==> src/rtl/serial_subtractor_if.sv <==
// Operand/result bundle for the bit-serial subtractor.
// The master issues start with operands; the slave returns the result.
interface serial_subtractor_if #(
  parameter int WIDTH = 8
);
  logic             start;
  logic [WIDTH-1:0] a;
  logic [WIDTH-1:0] b;
  logic             busy;
  logic             done;
  logic [WIDTH-1:0] diff;
  logic             borrow;

  modport master (
    output start, a, b,
    input  busy, done, diff, borrow
  );

  modport slave (
    input  start, a, b,
    output busy, done, diff, borrow
  );
endinterface

==> src/rtl/serial_subtractor.sv <==
// LSB-first bit-serial a - b through one full-subtractor cell.
// Operands load on start; result is published with a one-cycle done.
module serial_subtractor #(
  parameter int WIDTH = 8
) (
  input  logic              clk,
  input  logic              rst_n,
  serial_subtractor_if.slave bus
);
  localparam int CW = $clog2(WIDTH + 1);

  typedef enum logic [1:0] {
    IDLE,
    SHIFT,
    DONE
  } state_t;

  state_t           state_q, state_d;
  logic [WIDTH-1:0] a_sh_q, a_sh_d;
  logic [WIDTH-1:0] b_sh_q, b_sh_d;
  logic [WIDTH-1:0] res_q, res_d;
  logic             bor_q, bor_d;
  logic [CW-1:0]    cnt_q, cnt_d;
  logic [WIDTH-1:0] diff_q, diff_d;
  logic             borrow_q, borrow_d;
  logic             done_q, done_d;
  logic             busy_q, busy_d;

  logic a0, b0, d_bit, b_out;

  always_comb begin
    a0    = a_sh_q[0];
    b0    = b_sh_q[0];
    d_bit = a0 ^ b0 ^ bor_q;
    b_out = (~a0 & b0) | (~(a0 ^ b0) & bor_q);
  end

  always_comb begin
    state_d  = state_q;
    a_sh_d   = a_sh_q;
    b_sh_d   = b_sh_q;
    res_d    = res_q;
    bor_d    = bor_q;
    cnt_d    = cnt_q;
    diff_d   = diff_q;
    borrow_d = borrow_q;
    done_d   = 1'b0;
    busy_d   = 1'b0;
    unique case (state_q)
      IDLE: begin
        if (bus.start) begin
          state_d = SHIFT;
          a_sh_d  = bus.a;
          b_sh_d  = bus.b;
          res_d   = '0;
          bor_d   = 1'b0;
          cnt_d   = '0;
          busy_d  = 1'b1;
        end
      end
      SHIFT: begin
        a_sh_d = a_sh_q >> 1;
        b_sh_d = b_sh_q >> 1;
        res_d  = {d_bit, res_q[WIDTH-1:1]};
        bor_d  = b_out;
        cnt_d  = cnt_q + 1'b1;
        busy_d = 1'b1;
        // Publish on entry to DONE so the result is visible there.
        if (cnt_q == CW'(WIDTH - 1)) begin
          state_d  = DONE;
          diff_d   = {d_bit, res_q[WIDTH-1:1]};
          borrow_d = b_out;
          done_d   = 1'b1;
        end
      end
      DONE: begin
        state_d = IDLE;
      end
      default: begin
        state_d = IDLE;
      end
    endcase
  end

  always_ff @(posedge clk or negedge rst_n) begin
    if (!rst_n) begin
      state_q  <= IDLE;
      a_sh_q   <= '0;
      b_sh_q   <= '0;
      res_q    <= '0;
      bor_q    <= 1'b0;
      cnt_q    <= '0;
      diff_q   <= '0;
      borrow_q <= 1'b0;
      done_q   <= 1'b0;
      busy_q   <= 1'b0;
    end else begin
      state_q  <= state_d;
      a_sh_q   <= a_sh_d;
      b_sh_q   <= b_sh_d;
      res_q    <= res_d;
      bor_q    <= bor_d;
      cnt_q    <= cnt_d;
      diff_q   <= diff_d;
      borrow_q <= borrow_d;
      done_q   <= done_d;
      busy_q   <= busy_d;
    end
  end

  assign bus.busy   = busy_q;
  assign bus.done   = done_q;
  assign bus.diff   = diff_q;
  assign bus.borrow = borrow_q;
endmodule
==> src/flat_wrapper.sv <==
// flat-port wrapper written by rule: the top's interface ports become plain ports
module serial_subtractor_flat 
#(
  parameter int WIDTH = 8
)
  (clk, rst_n, bus_start, bus_a, bus_b, bus_busy, bus_done, bus_diff, bus_borrow);
  serial_subtractor_if #(.WIDTH(WIDTH)) bus_i ();
  input  logic clk;
  input  logic rst_n;
  input wire logic [$bits(bus_i.start)-1:0] bus_start;
  input wire logic [$bits(bus_i.a)-1:0] bus_a;
  input wire logic [$bits(bus_i.b)-1:0] bus_b;
  output wire logic [$bits(bus_i.busy)-1:0] bus_busy;
  output wire logic [$bits(bus_i.done)-1:0] bus_done;
  output wire logic [$bits(bus_i.diff)-1:0] bus_diff;
  output wire logic [$bits(bus_i.borrow)-1:0] bus_borrow;
  assign bus_i.start = bus_start;
  assign bus_i.a = bus_a;
  assign bus_i.b = bus_b;
  assign bus_busy = bus_i.busy;
  assign bus_done = bus_i.done;
  assign bus_diff = bus_i.diff;
  assign bus_borrow = bus_i.borrow;
  serial_subtractor #(.WIDTH(WIDTH)) u_core (.clk(clk), .rst_n(rst_n), .bus(bus_i));
endmodule
==> config.mk <==
export PLATFORM = sky130hd
export DESIGN_NAME = serial_subtractor_flat
export DESIGN_NICKNAME = d
export VERILOG_FILES = /design/src/rtl/serial_subtractor_if.sv /design/src/rtl/serial_subtractor.sv /design/src/flat_wrapper.sv
export SDC_FILE = /design/constraint.sdc
export NUM_CORES = 1
export LEC_CHECK = 0
export CAP_MARGIN = 20
export CORE_ASPECT_RATIO = 1.25
export CORE_MARGIN = 3
export CORE_UTILIZATION = 45
export CTS_CLUSTER_DIAMETER = 200
export DETAILED_ROUTE_END_ITERATION = 6
export GPL_ROUTABILITY_DRIVEN = 0
export PLACE_DENSITY = 0.71
export SLEW_MARGIN = 20
export SYNTH_ARGS = -nofsm -noshare
export SYNTH_HDL_FRONTEND = slang
export SYNTH_SLANG_ARGS = --single-unit
export TNS_END_PERCENT = 30
==> constraint.sdc <==
create_clock -name clk -period 1.37 [get_ports clk]
set_input_delay 0.2055 -clock clk [delete_from_list [all_inputs] [get_ports clk]]
set_output_delay 0.2055 -clock clk [all_outputs]
set_load 0.005 [all_outputs]
== Yosys cells after proc, flatten, opt, wreduce, memory -nomap -nowiden ==
Index checks and enable logic that the tools add are counted.

* Magnitude comparators: 0
* Multiplexer cells: 17
* Reduce and logical (&&, ||, !) cells: 5
* Shift-type cells: 0
* Equality and inequality tests: 4
* Div/mod/pow operators: 0
* $mul: 0
* Bitwise operators: 7
* Add/subtract/negate cells: 1

{| class="wikitable"
|+ Operators with widths
! operator !! number
|-
| 8-bit one-hot mux with 2 select lines || 3
|-
| 8-bit two-way mux || 3
|-
| 4-bit one-hot mux with 2 select lines || 1
|-
| 2-bit AND reduction || 3
|-
| 4-bit by 1-bit adder with 4-bit output, second input constant || 1
|-
| 4-bit by 3-bit equality test with 1-bit output, second input constant || 1
|-
| 1-bit two-way mux || 4
|-
| 2-bit two-way mux || 2
|-
| 4-bit two-way mux || 1
|-
| 1-bit one-hot mux with 2 select lines || 2
|-
| 2-bit one-hot mux with 2 select lines || 1
|-
| 1-bit AND || 2
|-
| 2-bit by 1-bit equality test with 1-bit output, second input constant || 1
|-
| 2-bit logical NOT || 1
|-
| 2-bit by 1-bit != test with 1-bit output, second input constant || 1
|-
| 2-bit != test, second input constant || 1
|-
| 1-bit inverter || 2
|-
| 2-bit nonzero test || 1
|-
| 1-bit bitwise XOR || 2
|-
| 1-bit OR || 1
|}

* Memory bits (read-only): 0
* Latch bits: 0
* Word-level logic and storage cells: 44
* Register bits: 42
* Memory bits (writable): 0
* Memories: 0

== Longest topological paths before layout ==
Gate-level depths: netlist of the first run.

* Depth in word-level cells: 5
* Gate-level depth with buffers: 5

== Worst setup path after synthesis of the first run ==
OpenSTA, ideal clock, no wires.

* Path type: reg-to-reg
* From: register u_core.cnt_q[0]
* To: register u_core.diff_q[0] (netlist: u_core.bus.diff[0])
* Buffers on the path: 0
* Required time: 1245 ps
* Arrival time: 1352 ps
* Stages on the path, launching flop included: 5
* Library setup time: 125 ps
* Path slack: -107 ps
* Path through: dfrtp_1 ha_1 nand2_1 nor3_4 mux2_2

* Word-level cells in the longest chain between the ends: 2

{| class="wikitable"
|+ Ends and longest elaborated chain
! element !! RTL line !! RTL
|-
| start: declaration || serial_subtractor.sv:23 || <nowiki>logic [CW-1:0] cnt_q, cnt_d;</nowiki>
|-
| start signal: assignment || serial_subtractor.sv:103 || <nowiki>cnt_q <= cnt_d;</nowiki>
|-
| 4-bit by 3-bit equality test with 1-bit output || serial_subtractor.sv:69 || <nowiki>if (cnt_q == CW'(WIDTH - 1)) begin</nowiki>
|-
| 2-bit AND reduction (no source line) || n/a ||
|-
| end signal: assignment || serial_subtractor.sv:104 || <nowiki>diff_q <= diff_d;</nowiki>
|-
| end: declaration || serial_subtractor.sv:24 || <nowiki>logic [WIDTH-1:0] diff_q, diff_d;</nowiki>
|}

No other way between the ends.
A chain may end at the register's enable or synchronous reset.

== Final worst setup path of the first run ==
* From: register u_core.cnt_q[0]
* To: register u_core.diff_q[2] (netlist: u_core.bus.diff[2])

The elaborated chain is that of the path after synthesis.

==> results.sh, run 1 <==
export IMPL_clock_sinks=41
export IMPL_utilization_pct=64.56
export IMPL_fin_skew_ns=0.007402
export IMPL_initial_core_util_pct=47.02
export IMPL_synth_common_cells="dfrtp_1, nor2b_1, a21oi_1, o21ai_0, a22oi_1"
export IMPL_grt_pass1_wl_mm=6.589
export IMPL_core_area_um2=3816
export IMPL_htreeDepth=2
export IMPL_syn_nets=177
export IMPL_grt_pass1_vias=1413
export IMPL_dieArea_um2=4785
export IMPL_grt_overflow=0
export IMPL_crit_type="reg2reg"
export IMPL_ys_ff_latch=41
export IMPL_end_kind="register"
export IMPL_syn_inst=156
export IMPL_worstMarginPinSlew_ns=0.4600
export IMPL_syn_avg_cell_area_um2=11.50
export IMPL_fin_area_um2=2464
export IMPL_cts_root_buf="clkbuf_8"
export IMPL_max_slew_margin_pct=69.34
export IMPL_rsz0062_at_grt="true"
export IMPL_netlist_area_leader_share_pct=57.18
export IMPL_die_x_um=62.48
export IMPL_antenna_cells=0
export IMPL_arrival_ns=1.60
export IMPL_clk_pin_slew_ns=0.07
export IMPL_finalPower_mw=4.750
export IMPL_synth_most_common_cell="dfrtp_1"
export IMPL_drtIter0Drc=34
export IMPL_finalNonFillerCells=259
export IMPL_synth_enable_flop_cells=0
export IMPL_place_area_um2=2283
export IMPL_slew_viol_final=0
export IMPL_yosysWarningCount=0
export IMPL_period_needed_ns=1.418
export IMPL_cap_viol_max_count=0
export IMPL_vdd_drop_max_mv=0.8714
export IMPL_grt_max_degree=25
export IMPL_route_detailed_drc=0
export IMPL_drive_above_1_share_pct=22.44
export IMPL_vias=1415
export IMPL_holdCritPathClass="in2async"
export IMPL_viasPerCell=5.463
export IMPL_yosysTopAreaCell="dfrtp_1"
export IMPL_ys_async_sr_fraction_pct=100.0
export IMPL_final_nets=226
export IMPL_violations="negative setup slack"
export IMPL_critPathLaunchType="register"
export IMPL_grt_use_total_pct=17.72
export IMPL_seq_area_frac_synth_pct=57.18
export IMPL_synthFlopType="dfrtp_1"
export IMPL_wirelength_mm=3.918
export IMPL_outcome="complete, but fails checks"
export IMPL_netlist_area_um2=1794
export IMPL_leakage_nw=1.171
export IMPL_yosys_cell_types_count=29
export IMPL_fin_setup_tns_ns=-0.1974
export IMPL_area_growth_pct=37.31
export IMPL_max_clock_path_buffers=2
export IMPL_finalHoldViolCount=0
export IMPL_cp_max_fo=7
export IMPL_setup_ws_ns=-0.04815
export IMPL_wl_per_cell_um=15.13
export IMPL_io_buffer_count=29
export IMPL_dr_pass1_iters=5
export IMPL_dpl_hpwl_mm=2.824
export IMPL_setup_viol=8
export IMPL_antenna_found_initial=0
export IMPL_dp_slack_ns=-0.03560
export IMPL_die_h_um=76.60
export IMPL_period_share_pct=103.5
export IMPL_holdWs_ns=0.3974
export IMPL_cts_tree="yes"
export IMPL_fillers=339
export IMPL_cts_inserted_buffers=5
export IMPL_critPathRequiredTime_ns=1.55
export IMPL_power_density_nw_per_um2=1928
export IMPL_rows=25
export IMPL_max_freq_mhz=705.1
export IMPL_ant_nets=0
export IMPL_dp_cells=249
export IMPL_clock_latency_ns=0.30
export IMPL_io_pins=30
export IMPL_synth_top_cells_by_area="dfrtp_1, nor2b_1, a22oi_1"
-- repair_timing --
item | 4_1_cts | 5_1_grt
buffers inserted | 2 | 0
endpoints found under the hold margin | 17 | 0
hold buffers | 1 | 0
endpoints found under the setup margin | 11 | 35
resized for setup | 5 | 20
-- routing by layer --
| layer | vias to the layer above | track usage [%] | wire length (um) |
|---|---|---|---|
| li1 | 657 | - | - |
| met1 | 718 | 20.06 | 1536 |
| met2 | 34 | 30.74 | 2152 |
| met3 | 6 | 4.425 | 146 |
| met4 | 0 | 8.830 | 82 |
| met5 | - | 0 | 0 |
-- path summary, 6_finish.rpt --
| kind | startpoint | slack (ns) | cells past startpoint | end |
|---|---|---|---|---|
| max in group asynchronous | rst_n | 0.50 | 3 | u_core.res_q[6] |
| worst min register to register | u_core.bus.diff[2] | 0.50 | 1 | u_core.bus.diff[2] |
| worst max register to register | u_core.cnt_q[0] | -0.05 | 5 | u_core.bus.diff[2] |
| worst max-delay path | u_core.cnt_q[0] | -0.05 | 5 | u_core.bus.diff[2] |
| min in group clk | u_core.bus.diff[2] | 0.50 | 1 | u_core.bus.diff[2] |
| worst min-delay path | rst_n | 0.40 | 2 | u_core.bus.diff[1] |
-- cell families after synthesis --
| family | synth area share (%) |
|---|---|
| AND/OR/NAND/NOR | 9.762 |
| flip-flops | 57.18 |
| adder cells (fa/ha/maj) | 1.813 |
| buffers and inverters | 3.486 |
| multiplexers | 6.137 |
| AO/OA/AOI/OAI | 21.62 |
-- cell type report --
class	instances	area (um2)	share of cell area [%]
flip-flops and latches	41	1026	41.65
multi-input cells	101	739.5	30.02
repair buffers	52	511.7	20.77
clock buffers	5	68.82	2.793
well taps	54	67.56	2.743
clock inverters	2	35.03	1.422
inverters	4	15.01	0.6094
-- critical path, cell delays in order, from the launching register on --
cell and delay (ns):
dfrtp_1 0.36, ha_2 0.21, nand2_2 0.08, nor3_4 0.17, buf_12 0.16, mux2_2 0.33
-- power by group --
group	total (mW)	switching, mW	internal (mW)
sequential	1.96	0.308	1.66
combinational	1.85	0.776	1.07
clock	0.939	0.410	0.529
-- registers in the layout, indices dropped and copies added (netlist names) --
register / flops
u_core.b_sh_q: 8
u_core.cnt_q: 4
u_core.bus.done: 1
u_core.bor_q: 1
u_core.bus.borrow: 1
u_core.bus.diff: 8
u_core.res_q: 7
u_core.bus.busy: 1
u_core.a_sh_q: 8
u_core.state_q: 2
-- cells in the final DEF, fill, tap and decap left out, types with 2 or more instances in the layout --
master	instances
a21oi_1	16
buf_12	3
nand2_1	4
inv_1	4
nor2b_1	15
dlygate4sd2_1	3
mux2i_1	2
nor2b_2	2
clkbuf_8	5
mux2_4	5
o21ai_1	6
a22o_1	8
buf_4	19
dlymetal6s2s_1	7
dfrtp_1	41
mux2_2	3
o21ai_0	11
clkdlybuf4s50_1	18
a22oi_1	13
Note: power is estimated with default switching activity, not from simulation.
==> inputs of run 2 (changes only) <==
--- a/config.mk
+++ b/config.mk
@@ -6,7 +6,7 @@
 export NUM_CORES = 1
 export LEC_CHECK = 0
 export CAP_MARGIN = 20
-export CORE_ASPECT_RATIO = 1.25
+export CORE_ASPECT_RATIO = 0.6
 export CORE_MARGIN = 3
 export CORE_UTILIZATION = 45
 export CTS_CLUSTER_DIAMETER = 200
==> run 2 against run 1 <==
Effect of this change:
- the flow still finishes with violations (negative setup slack)
- total power decreased by 2.8%
- combinational power increased by 2%
- clock power decreased by 21%
- flip-flop and latch count unchanged
- largest cell class unchanged
- via count decreased by 2.5%
- clock skew decreased by 0.0028 ns
- utilization increased by 0.52 points
- worst hold slack got worse by 0.026 ns
==> results.sh, run 2 (synthesis results as in run 1) <==
export IMPL_route_detailed_drc=0
export IMPL_antenna_found_initial=0
export IMPL_fillers=281
export IMPL_drtIter0Drc=51
export IMPL_most_common_layout_cells="dfrtp_1, clkdlybuf4s50_1, buf_4"
export IMPL_finalHoldViolCount=0
export IMPL_area_growth_pct=35.77
export IMPL_max_clock_path_buffers=2
export IMPL_vdd_drop_max_mv=0.9727
export IMPL_dp_cells=242
export IMPL_critPathLaunchType="register"
export IMPL_setup_ws_ns=-0.01728
export IMPL_violations="negative setup slack"
export IMPL_core_area_um2=3744
export IMPL_final_nets=226
export IMPL_worstMarginPinSlew_ns=0.4093
export IMPL_viasPerCell=5.451
export IMPL_setup_viol=3
export IMPL_fin_area_um2=2436
export IMPL_power_density_nw_per_um2=1896
export IMPL_cap_viol_max_count=0
export IMPL_dp_slack_ns=-0.04691
export IMPL_clk_pin_slew_ns=0.07
export IMPL_critPathRequiredTime_ns=1.54
export IMPL_arrival_ns=1.56
export IMPL_dr_pass1_iters=5
export IMPL_vias=1379
export IMPL_drive_above_1_share_pct=20.39
export IMPL_leakage_nw=1.173
export IMPL_cpPeakStageDelay_ns=0.40
export IMPL_period_share_pct=101.3
export IMPL_max_slew_margin_pct=72.71
export IMPL_multiInputGateArea_um2=747.0
export IMPL_end_kind="register"
export IMPL_cts_root_buf="clkbuf_8"
export IMPL_antenna_cells=0
export IMPL_io_pins=30
export IMPL_max_freq_mhz=720.8
export IMPL_place_area_um2=2275
export IMPL_grt_max_degree=26
export IMPL_htreeDepth=2
export IMPL_cp_slowest_cell="dfrtp_1"
export IMPL_rsz0062_at_grt="true"
export IMPL_finalNonFillerCells=253
export IMPL_clock_latency_ns=0.29
export IMPL_crit_type="reg2reg"
export IMPL_wl_per_cell_um=15.53
export IMPL_cp_max_fo=10
export IMPL_grt_use_total_pct=17.76
export IMPL_slew_viol_final=0
export IMPL_cts_tree="yes"
export IMPL_fin_skew_ns=0.004580
export IMPL_path_cells="ha_4 -> nand2_4 -> nor3_4 -> buf_12 -> mux2_2"
export IMPL_io_buffer_count=29
export IMPL_ant_nets=0
export IMPL_grt_overflow=0
export IMPL_register_area_um2=1026
export IMPL_die_x_um=87.52
export IMPL_outcome="complete, but fails checks"
export IMPL_layout_commonest_cell="dfrtp_1"
export IMPL_critPathTopFamily="flip-flops"
export IMPL_finalPower_mw=4.619
export IMPL_cts_inserted_buffers=5
export IMPL_cp_num_buf_inv=1
export IMPL_grt_pass1_vias=1339
export IMPL_initial_core_util_pct=47.93
export IMPL_period_needed_ns=1.387
export IMPL_grt_pass1_wl_mm=6.417
export IMPL_wirelength_mm=3.930
export IMPL_dpl_hpwl_mm=2.806
export IMPL_die_h_um=54.91
export IMPL_dieArea_um2=4806
export IMPL_rows=17
export IMPL_clock_sinks=41
export IMPL_holdCritPathClass="in2async"
## run 2: worst register-to-register path: stages, from the launching register on
cell and delay (ns):
dfrtp_1 0.40, ha_4 0.16, nand2_4 0.06, nor3_4 0.15, buf_12 0.17, mux2_2 0.34
## run 2: cell type report
type	instances	area share, %
inverter	4	0.6163
multi-input combinational	101	30.66
sequential	41	42.12
tap	47	2.414
timing repair buffer	52	20.90
clock buffer	8	3.287
## run 2: repair_timing
action                     4_1_cts  5_1_grt
hold endpoints to repair        16        0
setup endpoints to repair       20       25
setup buffers                    0        2
hold buffers                     1        0
pin swaps                        0        0
resized for setup                3       13
## run 2: per-stage QoR
stage / hold WS, ns / utilization (%) / setup TNS, ns
floorplan: -0.09009 / - / -0.7405
global placement: 0.1457 / 60.76 / -0.05206
detailed placement: 0.1693 / 60.76 / -0.5506
CTS: 0.3846 / 63.64 / -0.1397
global route: 0.4135 / 65.07 / -0.3795
finish: 0.3711 / 65.07 / -0.04786
## run 2: metal layers
metal  wire [um]  track usage, %  vias to the layer above
li1            -               -                      659
met1        1966           24.95                      682
met2        1751           26.63                       34
met3         167           4.734                        4
met4          44           6.633                        0
met5           0               0                        -
## run 2: final timing paths
kind                               startpoint            endpoint  slack (ns)  depth (start not counted)
min in group clk           u_core.bus.diff[3]  u_core.bus.diff[3]        0.50                          1
setup reg to reg              u_core.cnt_q[0]  u_core.bus.diff[6]       -0.02                          5
hold reg to reg            u_core.bus.diff[3]  u_core.bus.diff[3]        0.50                          1
hold / removal                          rst_n    u_core.a_sh_q[3]        0.37                          2
max in group asynchronous               rst_n     u_core.res_q[4]        0.53                          3
setup / recovery              u_core.cnt_q[0]  u_core.bus.diff[6]       -0.02                          5
## run 2: report_power, final
| group | internal, mW | switching (mW) |
|---|---|---|
| clock | 0.362 | 0.384 |
| sequential | 1.66 | 0.329 |
| combinational | 1.10 | 0.789 |
==> inputs of run 3 (changes only) <==
--- a/config.mk
+++ b/config.mk
@@ -13,6 +13,7 @@
 export DETAILED_ROUTE_END_ITERATION = 6
 export GPL_ROUTABILITY_DRIVEN = 0
 export PLACE_DENSITY = 0.71
+export SETUP_SLACK_MARGIN = 0.15
 export SLEW_MARGIN = 20
 export SYNTH_ARGS = -nofsm -noshare
 export SYNTH_HDL_FRONTEND = slang
==> run 3 against run 2 <==
Effect of this change:
- the run still ends with negative setup slack left
- clock power up 1%
- flip-flop and latch count is the same
- worst setup slack worse by 0.019 ns
- sequential power rose by 3%
- largest cell class unchanged
- cell count up 2.8%
- critical path type unchanged
- total power rose by 8.9%
- die area stayed put
==> results.sh, run 3 (synthesis results as in run 1) <==
export IMPL_setup_ws_ns=-0.03625
export IMPL_cp_max_fo=10
export IMPL_setup_viol=7
export IMPL_antenna_cells=0
export IMPL_die_h_um=54.91
export IMPL_vias=1437
export IMPL_grt_pass1_vias=1345
export IMPL_r2r_slack_ns=-0.04
export IMPL_finalPower_mw=5.028
export IMPL_vdd_drop_max_mv=1.030
export IMPL_holdWs_ns=0.3723
export IMPL_area_growth_pct=46.58
export IMPL_grt_overflow=0
export IMPL_grt_max_degree=26
export IMPL_cts_root_buf="clkbuf_8"
export IMPL_die_x_um=87.52
export IMPL_leakage_nw=1.171
export IMPL_r2r_start="u_core.cnt_q[0]"
export IMPL_rr_worst_depth=5
export IMPL_cts_inserted_buffers=5
export IMPL_critPathRequiredTime_ns=1.55
export IMPL_ant_nets=0
export IMPL_dr_pass1_iters=4
export IMPL_arrival_ns=1.58
export IMPL_slew_viol_final=0
export IMPL_cts_tree="yes"
export IMPL_drtIter0Drc=67
export IMPL_holdCritPathClass="in2async"
export IMPL_end_kind="register"
export IMPL_max_freq_mhz=711.1
export IMPL_period_share_pct=102.6
export IMPL_grt_pass1_wl_mm=6.665
export IMPL_initial_core_util_pct=47.93
export IMPL_outcome="complete, but fails checks"
export IMPL_grt_use_total_pct=18.60
export IMPL_viasPerCell=5.527
export IMPL_wirelength_mm=4.704
export IMPL_drive_above_1_share_pct=32.86
export IMPL_rsz0062_at_grt="true"
export IMPL_critPathLaunchType="register"
export IMPL_dpl_hpwl_mm=2.806
export IMPL_final_nets=233
export IMPL_finalHoldViolCount=0
export IMPL_io_pins=30
export IMPL_dieArea_um2=4806
export IMPL_violations="negative setup slack"
export IMPL_wl_per_cell_um=18.09
export IMPL_fin_setup_tns_ns=-0.1666
export IMPL_clk_pin_slew_ns=0.07
export IMPL_power_density_nw_per_um2=1912
export IMPL_multiInputGateArea_um2=850.8
export IMPL_io_buffer_count=29
export IMPL_rows=17
export IMPL_antenna_found_initial=0
export IMPL_r2r_end="u_core.bus.diff[6]"
export IMPL_clock_latency_ns=0.29
export IMPL_max_clock_path_buffers=2
export IMPL_fin_skew_ns=0.007167
export IMPL_most_common_layout_cells="dfrtp_1, clkdlybuf4s50_1, buf_4"
export IMPL_cap_viol_max_count=0
export IMPL_max_slew_margin_pct=71.95
export IMPL_core_area_um2=3744
export IMPL_register_area_um2=1027
export IMPL_route_detailed_drc=0
export IMPL_fillers=261
export IMPL_crit_type="reg2reg"
export IMPL_clock_sinks=41
export IMPL_period_needed_ns=1.406
export IMPL_layout_commonest_cell="dfrtp_1"
export IMPL_htreeDepth=2
export IMPL_worstMarginPinSlew_ns=0.4207
-- run 3: cell types whose count changed in the layout (fill, tap and decap cells not counted), sizes merged --
cell | before | now
clkdlybuf4s50 | 20 | 17
clkbuf | 8 | 10
buf | 23 | 28
dlymetal6s2s | 8 | 0
dlygate4sd2 | 0 | 11
-- run 3: area by class of cell --
type	instances	share of cell area [%]
Sequential cell	41	39.06
Multi-Input combinational cell	101	32.35
Timing Repair Buffer	59	22.74
Clock buffer	8	3.045
Tap cell	47	2.236
Inverter	4	0.5709
-- run 3: worst max-delay path by stage --
stage                                    end       startpoint
after floorplan           u_core.bus.diff[0]  u_core.cnt_q[0]
after global placement      u_core.b_sh_q[4]        bus_start
after detailed placement    u_core.b_sh_q[3]        bus_start
after CTS                 u_core.bus.diff[6]  u_core.cnt_q[0]
after global routing      u_core.bus.diff[7]  u_core.cnt_q[0]
final                     u_core.bus.diff[6]  u_core.cnt_q[0]
-- run 3: per-stage QoR --
stage	utilization (%)	instances	area, um2	setup WS, ns
finish	70.25	260	2630	-0.03625
detailed placement	60.76	242	2275	-0.04691
global placement	60.76	242	2275	-0.01458
floorplan	-	156	1803	-0.09816
CTS	64.47	251	2414	-0.02245
global route	70.25	260	2630	-0.07828
-- run 3: repair_timing --
| item | CTS | global route |
|---|---|---|
| gates resized for setup | 25 | 42 |
| hold buffers | 1 | 0 |
| pin swaps | 8 | 24 |
| cloned | 0 | 2 |
| buffers inserted | 0 | 7 |
| endpoints found under the setup margin | 48 | 36 |
| hold endpoints to repair | 16 | 0 |
-- run 3: where the power goes --
group	internal (mW)	switching (mW)	total (mW)
combinational	1.26	0.974	2.24
sequential	1.66	0.378	2.03
clock	0.362	0.394	0.756
total	3.28	1.75	5.03
-- run 3: worst max-delay path, stage by stage, from the launching register on --
cell     delay, ns
dfrtp_1       0.40
ha_4          0.17
nand2_4       0.06
nor3_4        0.16
buf_12        0.16
mux2_2        0.33
-- run 3: routing by layer --
metal  wire (um)  track usage, %  up-vias
li1            -               -      673
met1        2229           26.60      717
met2        2191           27.75       41
met3         221           4.734        6
met4          61           6.378        0
met5           0               0        -
==> edit 1 (config.mk and constraints of run 1) <==
`a_sh_q`, `b_sh_q` and `res_q` no longer have a reset.
--- a/src/rtl/serial_subtractor.sv
+++ b/src/rtl/serial_subtractor.sv
@@ -86,7 +86,4 @@
     if (!rst_n) begin
       state_q  <= IDLE;
-      a_sh_q   <= '0;
-      b_sh_q   <= '0;
-      res_q    <= '0;
       bor_q    <= 1'b0;
       cnt_q    <= '0;
@@ -97,7 +94,4 @@
     end else begin
       state_q  <= state_d;
-      a_sh_q   <= a_sh_d;
-      b_sh_q   <= b_sh_d;
-      res_q    <= res_d;
       bor_q    <= bor_d;
       cnt_q    <= cnt_d;
@@ -109,4 +103,10 @@
   end
 
+  always_ff @(posedge clk) begin
+    a_sh_q <= a_sh_d;
+    b_sh_q <= b_sh_d;
+    res_q  <= res_d;
+  end
+
   assign bus.busy   = busy_q;
   assign bus.done   = done_q;
Formal check against the unedited RTL: same outputs for any inputs over 10 cycles, from zero or initial values and one cycle with rst_n low; that may be too few to reach the edited logic, so the function may still have changed.
==> edit 1 against run 1 <==
Clock power shrank 21%. Wire length shrank 28%. Synthesized area shrank 8.2%. Largest power group unchanged. Sequential cell count is the same. Cell count shrank 16%. Sequential share of layout area grew 8.9 points. Total power grew 2.6%. Largest cell class unchanged. Die area shrank 7.5%. Worst setup slack gained 49 ps. Critical endpoint is now u_core.bus.diff[6]$_DFFE_PN0P_. Cell area shrank 8.3%.
==> edit 1: results (changes against run 1) <==
Outcome
  • Status: completed (was finished, violations left)

Synthesis
  • Post-synth ARST share: 43.9% (was 100%)
  • Seq/Total Area, Yosys: 69.3% (was 57.2%)
  • Most used flip-flop cell after synthesis: edfxtp_1 (was dfrtp_1)
  • Synth area leaders: edfxtp_1 42%, dfrtp_1 27%, nand2_1 10% (was dfrtp_1 57%, nor2b_1 5.9%, a22oi_1 5.9%)
  • Synth Net Count: 153 (was 177)
  • Yosys cell types: 25 (was 29)
  • Synth Area per Inst: 12.5 um2 (was 11.5 um2)
  • Post-synth EDFFs: 23 (was 0)
  • Commonest cells in the netlist: 46 x nand2_1, 23 x edfxtp_1, 18 x dfrtp_1 (was 41 x dfrtp_1, 17 x nor2b_1, 16 x a21oi_1, 16 x o21ai_0, 14 x a22oi_1)

Cells and area
  • Final Net Count: 201 (was 226)
  • Fillers: 260 (was 339)
  • Layout cells sized above 1: 21.0% (was 22.4%)

Global route
  • Global-route usage over all layers: 15.1% (was 17.7%)
  • Largest net degree at the start of global routing: 20 (was 25)
  • Met1 usage: 16.7% (was 20.1%)
  • First-pass GRT wire length: 4830 um (was 6590 um)
  • M2 GR Usage: 25.7% (was 30.7%)
  • Met3 usage: 5.80% (was 4.42%)

Placement
  • Placed insts: 208 (was 249)
  • HPWL Detailed: 1980 um (was 2820 um)

Route
  • Via count: 1102 (was 1415)
  • WL final: 2830 um (was 3920 um)
  • First-iteration detailed-routing DRC count: 30 (was 34)
  • DR vias/cell: 5.06 (was 5.46)

STA
  • Final hold vios: 0 (unchanged)
  • Clock skew: 2.69 ps (was 7.40 ps)
  • Worst slew margin: 84.3% (was 69.3%)

Power and ir drop
  • Leakage: 1.11 nW (was 1.17 nW)
  • Max rail drop VDD: 1.46 mV (was 0.871 mV)

Worst setup path
  • Worst path slowest cell: dfrtp_1 (unchanged)
  • Critical path arrival: 1550 ps (was 1600 ps)
  • Worst Path Max Fanout: 10 (was 7)
  • Peak per-stage delay on the critical path: 400 ps (was 360 ps)

Clocking
  • Clock root buffer: clkbuf_8 (unchanged)
  • Clk_lat worst skew: 290 ps
  • Clock-pin transition on the worst setup and hold timing paths: 70 ps (about the same)
## edit 1: area by class of cell
type | instances | area share, %
sequential | 41 | 50.5
multi-input combinational | 82 | 22.9
timing repair buffer | 45 | 19.9
clock buffer | 6 | 3.21
tap | 37 | 2.05
inverter | 5 | 0.997
clock inverter | 2 | 0.443
## edit 1: logic make-up (layout without fill, tap and decap cells)
kind of cell / count (synthesis) / in the layout / share of synthesized area [%]
and+or+nand+nor: 62 / 62 / 16.9
AOI/OAI and AO/OA: 9 / 9 / 3.50
DFF: 41 / 41 / 69.3
adders and majority gates: 2 / 2 / 1.98
buffers and inverters: 9 / 58 / 2.20
muxes: 9 / 9 / 6.08
## edit 1: worst max-delay path, delay by kind of cell (launching register included)
family                   cells  cell delay, ps
flip-flops                   1             400
multiplexers                 1             330
AND/OR/NAND/NOR              2             210
adder cells (fa/ha/maj)      1             170
buffers and inverters        1             150
## edit 1: power breakdown
part           switching [W]  total [W]  leakage, nW  internal, W
logic               0.000849    0.00182        0.585     0.000976
registers           0.000265    0.00231        0.478      0.00204
clock network       0.000391   0.000744       0.0450     0.000353
## edit 1: final timing paths
kind | endpoint | slack (ps)
worst max-delay path | u_core.bus.diff[6]$_DFFE_PN0P_ | 0.9
worst min-delay path | u_core.state_q[0]$_DFFE_PN0P_ | 240
worst max register to register | u_core.bus.diff[6]$_DFFE_PN0P_ | 0.9
worst min register to register | u_core.bus.diff[0]$_DFFE_PN0P_ | 500
max in group asynchronous | u_core.cnt_q[3]$_DFFE_PN0P_ | 930
min in group clk | u_core.bus.diff[0]$_DFFE_PN0P_ | 500
## edit 1: metrics by stage
stage | utilization (%) | setup slack, ps | power [W] | hold WS, ps | cell area (um2)
6_report | 67.1 | 0.904 | 0.00487 | 245 | 2260
5_1_grt | 67.1 | -33.1 | 0.00526 | 250 | 2260
3_3_place_gp | 62.6 | 2.10 | 0.00403 | 471 | 2110
2_1_floorplan | - | -96.7 | 0.00328 | -90.1 | 1670
3_5_place_dp | 62.6 | -15.3 | 0.00409 | 495 | 2110
4_1_cts | 65.9 | -0.833 | 0.00492 | 246 | 2220
## edit 1: repair_timing
action | in CTS | in global routing
resized for setup | 3 | 12
buffers inserted | 1 | 1
endpoints found under the setup margin | 7 | 22
## edit 1: per-layer routing
layer,part of all wire (%),wire length [um],up-vias
met2,51,1450,36
met4,1.6,44,0
li1,-,-,537
met1,40,1150,524
met3,6.6,188,5
met5,0,0,-
==> edit 2 (config.mk and constraints of run 1) <==
Without the edit above. `WIDTH` is set to 8 in 3 places; all go to 16.
--- a/src/rtl/serial_subtractor_if.sv
+++ b/src/rtl/serial_subtractor_if.sv
@@ -2,5 +2,5 @@
 // The master issues start with operands; the slave returns the result.
 interface serial_subtractor_if #(
-  parameter int WIDTH = 8
+  parameter int WIDTH = 16
 );
   logic             start;
--- a/src/rtl/serial_subtractor.sv
+++ b/src/rtl/serial_subtractor.sv
@@ -2,5 +2,5 @@
 // Operands load on start; result is published with a one-cycle done.
 module serial_subtractor #(
-  parameter int WIDTH = 8
+  parameter int WIDTH = 16
 ) (
   input  logic              clk,
--- a/src/flat_wrapper.sv
+++ b/src/flat_wrapper.sv
@@ -2,5 +2,5 @@
 module serial_subtractor_flat 
 #(
-  parameter int WIDTH = 8
+  parameter int WIDTH = 16
 )
   (clk, rst_n, bus_start, bus_a, bus_b, bus_busy, bus_done, bus_diff, bus_borrow);
Ports: changed (resized bus_a, bus_b and bus_diff); port bits go from 30 to 54. No check against the original RTL was run, so the function may have changed too.
==> edit 2 against run 1 <==
Sequential power increased by 89%. The flow still finishes with violations (negative setup slack). Count of clock-buffer cells in the layout grew 4. Worst setup slack worse by 120 ps. Sequential cell count is 33 higher. Non-clock buffer count increased by 31. Cell area rose by 78%. Total power increased by 93%. Synthesized area is 86% higher. Via count up 74%. Wire length is 74% higher. Clock power is 120% higher.
==> edit 2: results (changes against run 1) <==
Placement
  • Placed insts: 434 (was 249)
  • # port buffers: 53 (was 29)
  • DP Area: 0.00414 mm2 (was 0.00228 mm2)
  • Pre-CTS setup slack: -194 ps (was -35.6 ps)
  • HPWL Detailed: 4770 um (was 2820 um)

Global route
  • First-pass GRT wire length: 11400 um (was 6590 um)
  • Number of global-route vias before repair: 2404 (was 1413)
  • Met3 usage: 4.35% (was 4.42%)
  • Global-route usage over all layers: 16.8% (was 17.7%)
  • Met1 usage: 20.7% (was 20.1%)
  • M2 GR Usage: 28.3% (was 30.7%)

Synthesis
  • Commonest cells in the netlist: 74 x dfrtp_1, 32 x a21oi_1, 32 x o21ai_1 (was 41 x dfrtp_1, 17 x nor2b_1, 16 x a21oi_1, 16 x o21ai_0, 14 x a22oi_1)
  • Adder-cell share of the synthesized area: 1.35% (was 1.81%)
  • Synth area leaders: dfrtp_1 56%, mux2_4 7.2%, a22oi_1 6.5% (was dfrtp_1 57%, nor2b_1 5.9%, a22oi_1 5.9%)
  • Post-synth ARST share: 100% (unchanged)
  • Synth Net Count: 324 (was 177)
  • Compound-Gate Fraction of Synth Area: 22.2% (was 21.6%)
  • Yosys cell types: 29 (unchanged)
  • Share of synthesized area spent on multiplexers: 7.20% (was 6.14%)
  • Seq/Total Area, Yosys: 55.5% (was 57.2%)

Route
  • Metal3 WL: 339 um (was 146 um)
  • Wl on met1: 2960 um (was 1540 um)
  • WL final: 6830 um (was 3920 um)
  • First-pass iteration count of the detailed router: 4 (was 5)
  • Via count: 2466 (was 1415)
  • Routed length on met2: 3400 um (was 2150 um)

STA
  • Final hold slack: 317 ps (was 397 ps)
  • Setup slack after layout: -166 ps (was -48.2 ps)
  • Worst Max-Slew Pin Slew: 365 ps (was 460 ps)
  • Setup_tns: -2650 ps (was -197 ps)
  • Final setup vio count: 17 (was 8)
  • Clock skew: 8.36 ps (was 7.40 ps)

Worst setup path
  • Kind of critical path: reg2reg (unchanged)
  • Worst Path Max Fanout: 9 (was 7)
  • Crit Reg-Reg Endpoint: u_core.bus.diff[11]$_DFFE_PN0P_ (was u_core.bus.diff[2]$_DFFE_PN0P_)
  • R2R cell count: 6 (was 5)
  • Critical path arrival: 1770 ps (was 1600 ps)
  • Critical path origin: u_core.cnt_q[1]$_DFFE_PN0P_ (was u_core.cnt_q[0]$_DFFE_PN0P_)

Outcome
  • Failing checks: negative setup slack (unchanged)
  • Status: finished, violations left (unchanged)

Cells and area
  • Final Net Count: 395 (was 226)
  • Final instance count without filler cells: 452 (was 259)
  • Layout cells sized above 1: 19.3% (was 22.4%)

Power and ir drop
  • Leakage: 2.07 nW (was 1.17 nW)
  • Max rail drop VDD: 0.851 mV (was 0.871 mV)

Clocking
  • Htree depth: 3 (was 2)
  • Total CTS buffers: 9 (was 5)
  • Clk_lat worst skew: 350 ps (was 300 ps)
  • Post-CTS Setup Inserts: 0 (was 2)
  • Post_cts resized: 19 (was 5)
edit 2: cell count changes after synthesis, sizes merged, moves of 4 or more:
cell    change
dfrtp      +33
o21ai      +19
a21oi      +16
a22oi      +15
nor2b      +11
buf         +9
mux2        +8
a22o        +7
and2b       +4
clkbuf      +4
edit 2: area by class of cell:
class | instances | area (um2)
Clock buffer | 9 | 124
Clock inverter | 7 | 125
Timing Repair Buffer | 83 | 815
Fill cell | 626 | 2670
Multi-Input combinational cell | 183 | 1340
Inverter | 6 | 22.5
Tap cell | 90 | 113
Sequential cell | 74 | 1850
edit 2: where the power goes:
part / switching (W) / internal, W
clock network: 0.000855 / 0.00123
registers: 0.000622 / 0.00309
logic: 0.00149 / 0.00188
edit 2: critical path, stage by stage (launching register included):
cell	delay, ps
dfrtp_1	380
ha_2	190
and3_4	150
ha_4	160
nand3b_4	100
buf_12	140
mux2_4	300
